`config.mk`:
```
export PLATFORM = sky130hd
export DESIGN_NAME = stream_decoder_flat
export DESIGN_NICKNAME = d
export VERILOG_FILES = /design/src/rtl/stream_pkg.sv /design/src/rtl/stream_decoder_if.sv /design/src/rtl/ones_accumulator.sv /design/src/rtl/stream_decoder.sv /design/src/flat_wrapper.sv
export SDC_FILE = /design/constraint.sdc
export NUM_CORES = 1
export LEC_CHECK = 0
export CAP_MARGIN = 20
export CORE_MARGIN = 2
export CORE_UTILIZATION = 55
export CTS_CLUSTER_SIZE = 10
export DETAILED_ROUTE_END_ITERATION = 16
export DONT_BUFFER_PORTS = 1
export PLACE_DENSITY = 0.79
export SYNTH_ARGS = -nofsm -noshare
export SYNTH_HDL_FRONTEND = slang
export SYNTH_SLANG_ARGS = --single-unit
```
`constraint.sdc`:
```
create_clock -name clk -period 1.45 [get_ports clk]
set_input_delay 0.29 -clock clk [delete_from_list [all_inputs] [get_ports clk]]
set_output_delay 0.29 -clock clk [all_outputs]
set_load 0.005 [all_outputs]
```
`src/rtl/stream_pkg.sv`:
```
// stream_pkg
// Shared types and constants for the stochastic-stream decoder.
//   decoder_state_t       : FSM states IDLE / COUNT / DONE
//   STREAM_WINDOW_DEFAULT : default measurement window length
//   decoder_out_w()       : output width for the current build
// Build option: STREAM_DECODER_BIPOLAR_EN widens the output by one sign bit.
package stream_pkg;

  typedef enum logic [1:0] {
    IDLE,
    COUNT,
    DONE
  } decoder_state_t;

  localparam int STREAM_WINDOW_DEFAULT = 256;

  // Unipolar results need room for 0..window; bipolar adds a sign bit
  // so that -window..+window is representable.
  function automatic int decoder_out_w(input int window);
`ifdef STREAM_DECODER_BIPOLAR_EN
    return $clog2(window + 1) + 1;
`else
    return $clog2(window + 1);
`endif
  endfunction

endpackage

```
`src/rtl/stream_decoder_if.sv`:
```
// stream_decoder_if
// Result handshake between the decoder and its consumer.
//   out_valid : result available (driven by master)
//   out_value : decoded result, W bits (driven by master)
//   out_ready : consumer accepts the result (driven by slave)
// Modports: master (decoder side), slave (consumer side).
interface stream_decoder_if
  import stream_pkg::*;
#(
  parameter int W = decoder_out_w(STREAM_WINDOW_DEFAULT)
);

  logic         out_valid;
  logic         out_ready;
  logic [W-1:0] out_value;

  modport master (
    output out_valid,
    output out_value,
    input  out_ready
  );

  modport slave (
    input  out_valid,
    input  out_value,
    output out_ready
  );

endinterface

```
`src/rtl/ones_accumulator.sv`:
```
// ones_accumulator
// Counts ones and elapsed cycles over one measurement window.
//   clk, n_rst : clock, asynchronous active-low reset
//   clr        : zero both counters (wins over en)
//   en         : accumulate bit_in this cycle
//   bit_in     : stream sample
//   count      : ones so far including the current bit_in
//   last       : the current cycle is the final sample of the window
module ones_accumulator #(
  parameter int WINDOW  = 256,
  parameter int COUNT_W = $clog2(WINDOW + 1)
) (
  input  logic               clk,
  input  logic               n_rst,
  input  logic               clr,
  input  logic               en,
  input  logic               bit_in,
  output logic [COUNT_W-1:0] count,
  output logic               last
);

  localparam int CYC_W = $clog2(WINDOW);

  logic [COUNT_W-1:0] ones_cnt;
  logic [CYC_W-1:0]   cyc_cnt;

  // ones_cnt tops out at WINDOW, which COUNT_W always holds, so no
  // saturation is needed. cyc_cnt may wrap after the last sample, but
  // the FSM has left COUNT by then.
  always_ff @(posedge clk or negedge n_rst) begin
    if (!n_rst) begin
      ones_cnt <= '0;
      cyc_cnt  <= '0;
    end else if (clr) begin
      ones_cnt <= '0;
      cyc_cnt  <= '0;
    end else if (en) begin
      ones_cnt <= ones_cnt + COUNT_W'(bit_in);
      cyc_cnt  <= cyc_cnt + CYC_W'(1);
    end
  end

  // The final result must include the sample taken on the last cycle,
  // so count looks one sample ahead of the register.
  assign count = ones_cnt + COUNT_W'(bit_in);
  assign last  = (cyc_cnt == CYC_W'(WINDOW - 1));

endmodule

```
`src/rtl/stream_decoder.sv`:
```
// stream_decoder
// Converts a unipolar stochastic bitstream into a binary count over a
// window of WINDOW cycles and offers it on a valid/ready handshake.
//   clk, n_rst : clock, asynchronous active-low reset
//   stream_in  : bitstream from the neuron output
//   start      : single-cycle request to begin a window
//   busy       : high while a window is being accumulated
//   out        : stream_decoder_if.master (out_valid/out_value/out_ready)
// Build option STREAM_DECODER_BIPOLAR_EN: out_value becomes signed,
// COUNT_W+1 bits, equal to 2*ones - WINDOW; otherwise it is the raw
// unsigned ones count.
module stream_decoder
  import stream_pkg::*;
#(
  parameter int WINDOW  = STREAM_WINDOW_DEFAULT,
  parameter int COUNT_W = $clog2(WINDOW + 1)
) (
  input  logic clk,
  input  logic n_rst,
  input  logic stream_in,
  input  logic start,
  output logic busy,
  stream_decoder_if.master out
);

`ifdef STREAM_DECODER_BIPOLAR_EN
  localparam int OUT_W = COUNT_W + 1;
`else
  localparam int OUT_W = COUNT_W;
`endif

  decoder_state_t     state, next_state;
  logic               acc_clr, acc_en, acc_last, load;
  logic [COUNT_W-1:0] sum;
  logic [OUT_W-1:0]   result, value_q;

  ones_accumulator #(
    .WINDOW  (WINDOW),
    .COUNT_W (COUNT_W)
  ) u_acc (
    .clk    (clk),
    .n_rst  (n_rst),
    .clr    (acc_clr),
    .en     (acc_en),
    .bit_in (stream_in),
    .count  (sum),
    .last   (acc_last)
  );

  always_ff @(posedge clk or negedge n_rst) begin
    if (!n_rst) state <= IDLE;
    else        state <= next_state;
  end

  // out_valid equals "in DONE", so a handshake in DONE is just out_ready.
  // A start in DONE without out_ready is dropped, not remembered.
  always_comb begin
    next_state = state;
    acc_clr    = 1'b0;
    acc_en     = 1'b0;
    load       = 1'b0;
    case (state)
      IDLE: begin
        if (start) begin
          next_state = COUNT;
          acc_clr    = 1'b1;
        end
      end
      COUNT: begin
        acc_en = 1'b1;
        if (acc_last) begin
          next_state = DONE;
          load       = 1'b1;
        end
      end
      DONE: begin
        if (out.out_ready) begin
          if (start) begin
            next_state = COUNT;
            acc_clr    = 1'b1;
          end else begin
            next_state = IDLE;
          end
        end
      end
      default: next_state = IDLE;
    endcase
  end

  // Mode conversion happens only at the result load; the accumulator
  // always counts raw ones. Modular subtraction yields the two's
  // complement value directly.
`ifdef STREAM_DECODER_BIPOLAR_EN
  assign result = {sum, 1'b0} - OUT_W'(WINDOW);
`else
  assign result = sum;
`endif

  always_ff @(posedge clk or negedge n_rst) begin
    if (!n_rst)    value_q <= '0;
    else if (load) value_q <= result;
  end

  assign busy          = (state == COUNT);
  assign out.out_valid = (state == DONE);
  assign out.out_value = value_q;

endmodule

```
`src/flat_wrapper.sv`:
```
// flat-port wrapper written by rule: the top's interface ports become plain ports
module stream_decoder_flat import stream_pkg::*;
#(
  parameter int WINDOW  = STREAM_WINDOW_DEFAULT,
  parameter int COUNT_W = $clog2(WINDOW + 1)
)
  (clk, n_rst, stream_in, start, busy, out_out_valid, out_out_value, out_out_ready);
  stream_decoder_if out_i ();
  input  logic clk;
  input  logic n_rst;
  input  logic stream_in;
  input  logic start;
  output logic busy;
  output wire logic [$bits(out_i.out_valid)-1:0] out_out_valid;
  output wire logic [$bits(out_i.out_value)-1:0] out_out_value;
  input wire logic [$bits(out_i.out_ready)-1:0] out_out_ready;
  assign out_out_valid = out_i.out_valid;
  assign out_out_value = out_i.out_value;
  assign out_i.out_ready = out_out_ready;
  stream_decoder #(.WINDOW(WINDOW), .COUNT_W(COUNT_W)) u_core (.clk(clk), .n_rst(n_rst), .stream_in(stream_in), .start(start), .busy(busy), .out(out_i));
endmodule
```
# [After elaboration in Yosys (flattened, before gate mapping)]
# Index checks and enable logic that the tools add are counted.
# Widths: inputs -> output; s select.
[totals] reg_bits=28 inputBits=5 out_inout_bits=11 elab_cells=30
[classes] n_addsub=2 n_eq_ne=6 muxes=15 reduce_logical=3
[ops] op="$mux 9" count=2
[ops] op="$mux 8" count=2
[ops] op="$add 9x1->9" count=1
[ops] op="$add 8x1->8 const B" count=1
[ops] op="$eq 8x8->1 const B" count=1
[ops] op="$mux 1" count=6
[ops] op="$mux 2" count=3
[ops] op="$pmux 2 s3" count=1
[ops] op="$ne 2x1->1 const B" count=2
[ops] op="$reduce_and 3->1" count=1
[ops] op="$eq 2x1->1 const B" count=1
[ops] op="$eq 2x2->1 const B" count=1
[ops] op="$logic_not 2->1" count=1
[ops] op="$ne 2x2->1 const B" count=1
[ops] op="$pmux 1 s2" count=1
[ops] op="$reduce_bool 2->1" count=1

# [Longest topological paths before layout]
[logic_depth] depth_word=4 depth_mapped=6 ltp_nobuf=5

# [Modules after synthesis]
# Synthesis repeated with hierarchy kept, for this count alone.
[hier_totals] cells_unflattened=130 hier_area_um2=1413.9
[by_module_without_submodules] module="ones_accumulator" n_inst=1 cells_each=100 area_each_um2=930.9 seq_area_each_um2=425.4
[by_module_without_submodules] module="stream_decoder" n_inst=1 cells_each=30 area_each_um2=483.0 seq_area_each_um2=275.3

# [Worst setup path after synthesis]
# No wires, ideal clock.
[synth_path] path_type="flip-flop to flip-flop" start="register u_core.u_acc.ones_cnt[0]" end="register u_core.u_acc.ones_cnt[8]" arrival_ns=1.241 t_required_ns=1.367 slack_ns=0.127 path_stages_with_launch=6 path_buffers=0 path_cell_list="dfrtp_1 ha_1 ha_1 nand4_4 or3_1 o21ai_0"
[synth_via] elab_chain_len=3
[synth_rtl] item="start: declaration" line="ones_accumulator.sv:24" rtl="logic [COUNT_W-1:0] ones_cnt;"
[synth_rtl] item="start signal: assignment" line="ones_accumulator.sv:38" rtl="ones_cnt <= ones_cnt + COUNT_W'(bit_in);"
[synth_rtl] item="$add 9x1->9" line="ones_accumulator.sv:38"
[synth_rtl] item="$mux 9" line="ones_accumulator.sv:37" rtl="end else if (en) begin"
[synth_rtl] item="$mux 9" line="ones_accumulator.sv:34" rtl="end else if (clr) begin"
# No other way between the ends. The select of a mux whose other input is x is not followed.
# A chain may end at the register's enable or synchronous reset.

# [Worst setup path after layout]
[layout_path] start="register u_core.u_acc.ones_cnt[4]" end="register u_core.u_acc.ones_cnt[8]"
# The elaborated chain is that of the path after synthesis.

==> impl_metrics.csv <==
group,metric,value,unit
yosys,syn-num-nets,145,
routing,ant_nets,0,
final_layout,fin_cells,176,
final_layout,drive_gt1_share,20.55,%
hold_path,holdCritPathClass,"input pin to flip-flop",
floorplanning,start_util,56.69,%
yosys,synth-warning-count,0,
final_layout,fin_util,64.35,%
timing,worstMarginPinSlew,311.2,ps
final_layout,final_cell_mix,"dfrtp_1, nand2_1, o21ai_0, xor2_1",
timing,slew_viol_final,0,
clocking,cts-htree-levels,1,
setup_path,cp_data_arrival_time,1620,ps
power,p_leak,0.0006856,uW
timing,fmaxAchievable,741.6,MHz
global_routing,antenna_found_initial,0,
floorplanning,core_area,2432,um2
timing,fin_skew,8.317,ps
job,max-cap-violations,0,
routing,vias,993,
clocking,clock_sinks,28,
global_routing,grt_use_total,20.72,%
setup_path,cp-start-kind,"flip-flop",
global_routing,first_global_vias,949,
setup_path,path_cells,"and4_4, nand4_4, or3_1, o21ai_0",
setup_path,crit_family,"simple AND/OR/NAND/NOR gates",
yosys,yosysSeqAreaShare,50.82,%
floorplanning,io_pins,16,
global_routing,overflow,0,
power,peakVddDrop,1138,uV
yosys,ys.flop_type,"dfrtp_1",
routing,post_drt_wl_per_cell,15.15,um
clocking,numCtsBuffers,3,
timing,fin_crit,1348,ps
yosys,ys_types,32,
setup_path,cp_slowest_cell,"dfrtp_1",
floorplanning,rows,18,
clocking,cts_tree,"done",
place,place_ws,-14.53,ps
yosys,syn_area_per_cell,10.06,um2
setup_path,crit_path_max_fanout,6,
place,dp_hpwl,1923,um
run_status,outcome,"complete, no violations",
place,dp_cells,170,
final_layout,syn2layout_area_growth,13.52,%
floorplanning,die_area,2924,um2
routing,drc,0,
final_layout,diodes,0,
clocking,clockRootBuffer,"clkbuf_4",
setup_path,worstPathRequired,1720,ps
timing,hold_viol,0,
global_routing,grt_max_degree,29,
timing,setup_ws,101.6,ps
yosys,synth_edf_count,0,
clocking,clk_pin_slew,160,ps
floorplanning,die_x,54.07,um
setup_path,end_kind,"flip-flop",
clocking,clk_latency,330,ps
timing,slew_headroom,79.25,%
routing,drt-total-wl,2666,um
setup_path,crit_buf_inv,0,
yosys,synthCells,137,
routing,avgViaCountPerCell,5.642,
final_layout,layout.nets,155,
place,place_congestion,0.8238,
setup_path,cp_slowest_stage_delay,490,ps
place,portBuffers,0,
setup_path,critPathKind,"flip-flop to flip-flop",
timing,finalSetupViolations,0,
routing,firstDrtPassIters,4,
yosys,async_flop_share,100.0,%
timing,fin_crit_sh,92.99,%
floorplanning,die_h,54.07,um
final_layout,final_common_cell,"dfrtp_1",
yosys,ys_ff_latch,28,
routing,drtIter0Drc,13,
yosys,synth_area,1379,um2
clocking,clock_path_buffers,2,
global_routing,grt_pass1_wl,4326,um
power,power_density,1434,nW/um2
timing,rsz0062_at_grt,"false",
[metrics by stage]
step / total power, uW / setup TNS, ps / cell area (um2) / hold WS, ps
3_5_place_dp: 1662 / -14.53 / 1448 / -5.051
3_3_place_gp: 1630 / 0 / 1448 / -5.056
5_1_grt: 2394 / 0 / 1565 / 41.49
2_1_floorplan: 1491 / 0 / 1379 / -5.591
4_1_cts: 2197 / 0 / 1535 / 42.11
6_report: 2244 / 0 / 1565 / 37.67
[cell families (layout without fill, tap and decap cells)]
family | Yosys count | in the layout | synth area share, %
DFF | 28 | 28 | 50.82
adders and majority gates | 3 | 3 | 2.723
muxes | 2 | 2 | 1.633
xor gates and xnor gates | 13 | 13 | 8.258
AOI/OAI and AO/OA | 29 | 29 | 11.98
and+or+nand+nor | 52 | 52 | 21.14
buffers and inverters | 10 | 19 | 3.447
[sequential cells by signal, indices dropped and copies added (netlist names)]
| signal | cells |
|---|---|
| u_core.out.out_value | 9 |
| u_core.state | 2 |
| u_core.u_acc.cyc_cnt | 8 |
| u_core.u_acc.ones_cnt | 9 |
[synth_stat cells (2+ instances only)]
cell,instances,area (um2)
a21oi_1,3,15.01
and3_1,4,25.02
buf_2,2,10.01
buf_4,2,15.01
dfrtp_1,28,700.7
ha_1,3,37.54
inv_1,4,15.01
mux2_2,2,22.52
nand2_1,22,82.58
nand3_1,5,25.02
nand4_1,3,18.77
nand4_4,2,42.54
nor2_1,8,30.03
o21ai_0,16,80.08
o21ai_1,2,10.01
o31ai_1,3,22.52
or3_1,2,12.51
xnor2_1,4,35.03
xor2_1,9,78.83
[worst paths after layout]
kind	cells past startpoint	slack, ps	start	end
worst max-delay path	4	100	u_core.u_acc.ones_cnt[4]$_DFFE_PN0P_	u_core.u_acc.ones_cnt[8]$_DFFE_PN0P_
worst min-delay path	1	40	out_out_ready	u_core.state[1]$_DFFE_PN0P_
worst max register to register	4	100	u_core.u_acc.ones_cnt[4]$_DFFE_PN0P_	u_core.u_acc.ones_cnt[8]$_DFFE_PN0P_
worst min register to register	2	530	u_core.out.out_value[4]$_DFFE_PN0P_	u_core.out.out_value[4]$_DFFE_PN0P_
max in group asynchronous	2	920	n_rst	u_core.state[0]$_DFFE_PN0P_
min in group asynchronous	2	370	n_rst	u_core.out.out_value[7]$_DFFE_PN0P_
[worst register-to-register path, delay by kind of cell, from the launching register on]
family	cells	cell delay (ps)
compound gates	1	80
flops	1	490
simple gates	3	730
[where the power goes]
group | switching, uW | internal (uW) | total, uW
sequential | 160 | 928 | 1090
combinational | 352 | 289 | 641
clock | 236 | 280 | 515
[routing by layer]
layer	routed length (um)	share of wire (%)	vias up	track usage, %
li1	-	-	491	-
met1	1167	44	477	27.37
met2	1283	48	21	33.13
met3	176	6.6	4	5.000
met4	39	1.5	0	7.500
met5	0	0	-	0
[final cells by class]
cell class              count  area [um2]
flip-flops and latches     28       701.9
inverters                   5       23.77
well taps                  30       37.54
clock inverters             1       30.03
clock buffers               3       22.52
fillers                   195       867.1
multi-input cells          99       659.4
repair buffers             10       90.09
[repair_timing]
item / 4_1_cts / 5_1_grt
buffers inserted: 0 / 0
hold endpoints to repair: 28 / 0
hold buffers: 2 / 0
setup endpoints to repair: 4 / 14
gates resized for setup: 2 / 11
Power figures use the tool's default switching activity.
==> patch (config.mk and constraints unchanged) <==
Reset style: synchronous (`n_rst`), changed in 3 clocked blocks. Comments in the files are not updated.
--- a/src/rtl/ones_accumulator.sv
+++ b/src/rtl/ones_accumulator.sv
@@ -28,5 +28,5 @@
   // saturation is needed. cyc_cnt may wrap after the last sample, but
   // the FSM has left COUNT by then.
-  always_ff @(posedge clk or negedge n_rst) begin
+  always_ff @(posedge clk) begin
     if (!n_rst) begin
       ones_cnt <= '0;
--- a/src/rtl/stream_decoder.sv
+++ b/src/rtl/stream_decoder.sv
@@ -48,5 +48,5 @@
   );
 
-  always_ff @(posedge clk or negedge n_rst) begin
+  always_ff @(posedge clk) begin
     if (!n_rst) state <= IDLE;
     else        state <= next_state;
@@ -97,5 +97,5 @@
 `endif
 
-  always_ff @(posedge clk or negedge n_rst) begin
+  always_ff @(posedge clk) begin
     if (!n_rst)    value_q <= '0;
     else if (load) value_q <= result;
Formal check against the unedited RTL: differs if n_rst is asserted again (counterexample within 4 cycles, from zero or initial values and one cycle with n_rst low); with n_rst held inactive, the same outputs for 10 cycles.
==> patch against the unedited design <==
The flow now finishes with violations (negative setup slack); wire length increased by 19%; sequential cell count unchanged; area after synthesis down 0.54%; via count increased by 29%; final area rose by 9.4%; setup slack got worse by 0.37 ns; sequential share of layout area shrank 12 points; critical path depth rose by 2; utilization up 6.7 points; critical path type unchanged; largest cell class is now multi-input combinational cells.
Power is not compared: it rests on default switching activity, and its combinational part moved more than twofold at a synthesized area within 25%.
==> patch: results (changes against the unedited design) <==
Status = complete, but fails checks
Failing checks = negative setup slack
Post-cts gate resize count = 5 (+3)
Die width = 53.9 µm (-0.26%)
Final setup fails = 6 (+6)
Post-route setup TNS = -0.714 ns (-0.714 ns)
Synth Area per Inst = 8.90 µm² (-12%)
Worst R2R Start = u_core.u_acc.ones_cnt[0]
Area after DPL = 1550 µm² (+7.3%)
Post-synthesis adder-cell area fraction = 2.74% (+0.015 points)
Nets = 186 (+20%)
First-pass GRT wire length = 4860 µm (+12%)
Yosys cell types = 40 (+25%)
Setup bufs post-CTS = 5 (+5)
Syn nets = 162 (+12%)
CP Max Fanout = 3 (-3)
Inst Count DP = 196 (+15%)
Met2 Resource Use GR = 44.5% (+11 points)
Met3 Resource Use GR = 2.78% (-2.2 points)
Final Non-Filler Cells = 207 (+18%)
Clock network share of area = 2.12% (-1.2 points)
DP Worst Slack = -0.156 ns (-0.142 ns)
Final RePlAce weighted congestion = 0.775 (-5.9%)
Layout area overhead = 24.8%
Clk slew on worst S/H paths = 0.14 ns (-0.02 ns)
Clock skew = 0.00149 ns (-0.00683 ns)
Final wirelength = 3160 µm (+19%)
Worst Max-Slew Pin Slew = 0.295 ns (-0.0162 ns)
Register area share after synthesis = 40.9% (-9.9 points)
Multi-input combinational area share = 48.3% (+6.2 points)
Worst R2R End = u_core.u_acc.ones_cnt[8]
# clk buffers = 4 (+1)
Hold Crit Endpoint = u_core.state[0]
Most frequent cells after synthesis = dfxtp_1 (28), a21oi_1 (13), nand2_1 (11), o31ai_1 (8)
R2R depth = 6 (+2)
Sequential cells = 28 (unchanged)
Via density = 6.20 (+9.9%)
Hold_sp = n_rst
Xor/xnor share of the synthesized area = 3.83% (-4.4 points)
Initial DRC Count = 15 (+2)
Inverters = 7 (+2)
Synth top area cells = dfxtp_1 (41%), a21oi_1 (4.7%), o31ai_1 (4.4%)
GRT Util Overall = 23.1% (+2.4 points)
Final WS setup = -0.265 ns (-0.366 ns)
Signal buf overhead = 12.8% (+7.0 points)
Global Route met1 Usage = 26.8% (-0.61 points)
## patch: routing by layer
metal	vias up	wire length [µm]
met5	-	0
met4	0	24
met3	2	140
met2	30	1690
met1	612	1310
li1	639	-
## patch: how the worst max path moves through the flow
stage / start / endpoint / slack [ns] / depth (start not counted)
after floorplan: u_core.u_acc.ones_cnt[0] / u_core.out.out_value[8] / -0.05 / 5
after global placement: u_core.u_acc.ones_cnt[0] / u_core.out.out_value[8] / -0.07 / 5
after detailed placement: u_core.u_acc.ones_cnt[0] / u_core.out.out_value[8] / -0.16 / 5
after CTS: u_core.u_acc.ones_cnt[0] / u_core.out.out_value[8] / -0.13 / 6
after global routing: u_core.u_acc.ones_cnt[0] / u_core.u_acc.ones_cnt[8] / -0.28 / 6
final: u_core.u_acc.ones_cnt[0] / u_core.u_acc.ones_cnt[8] / -0.26 / 6
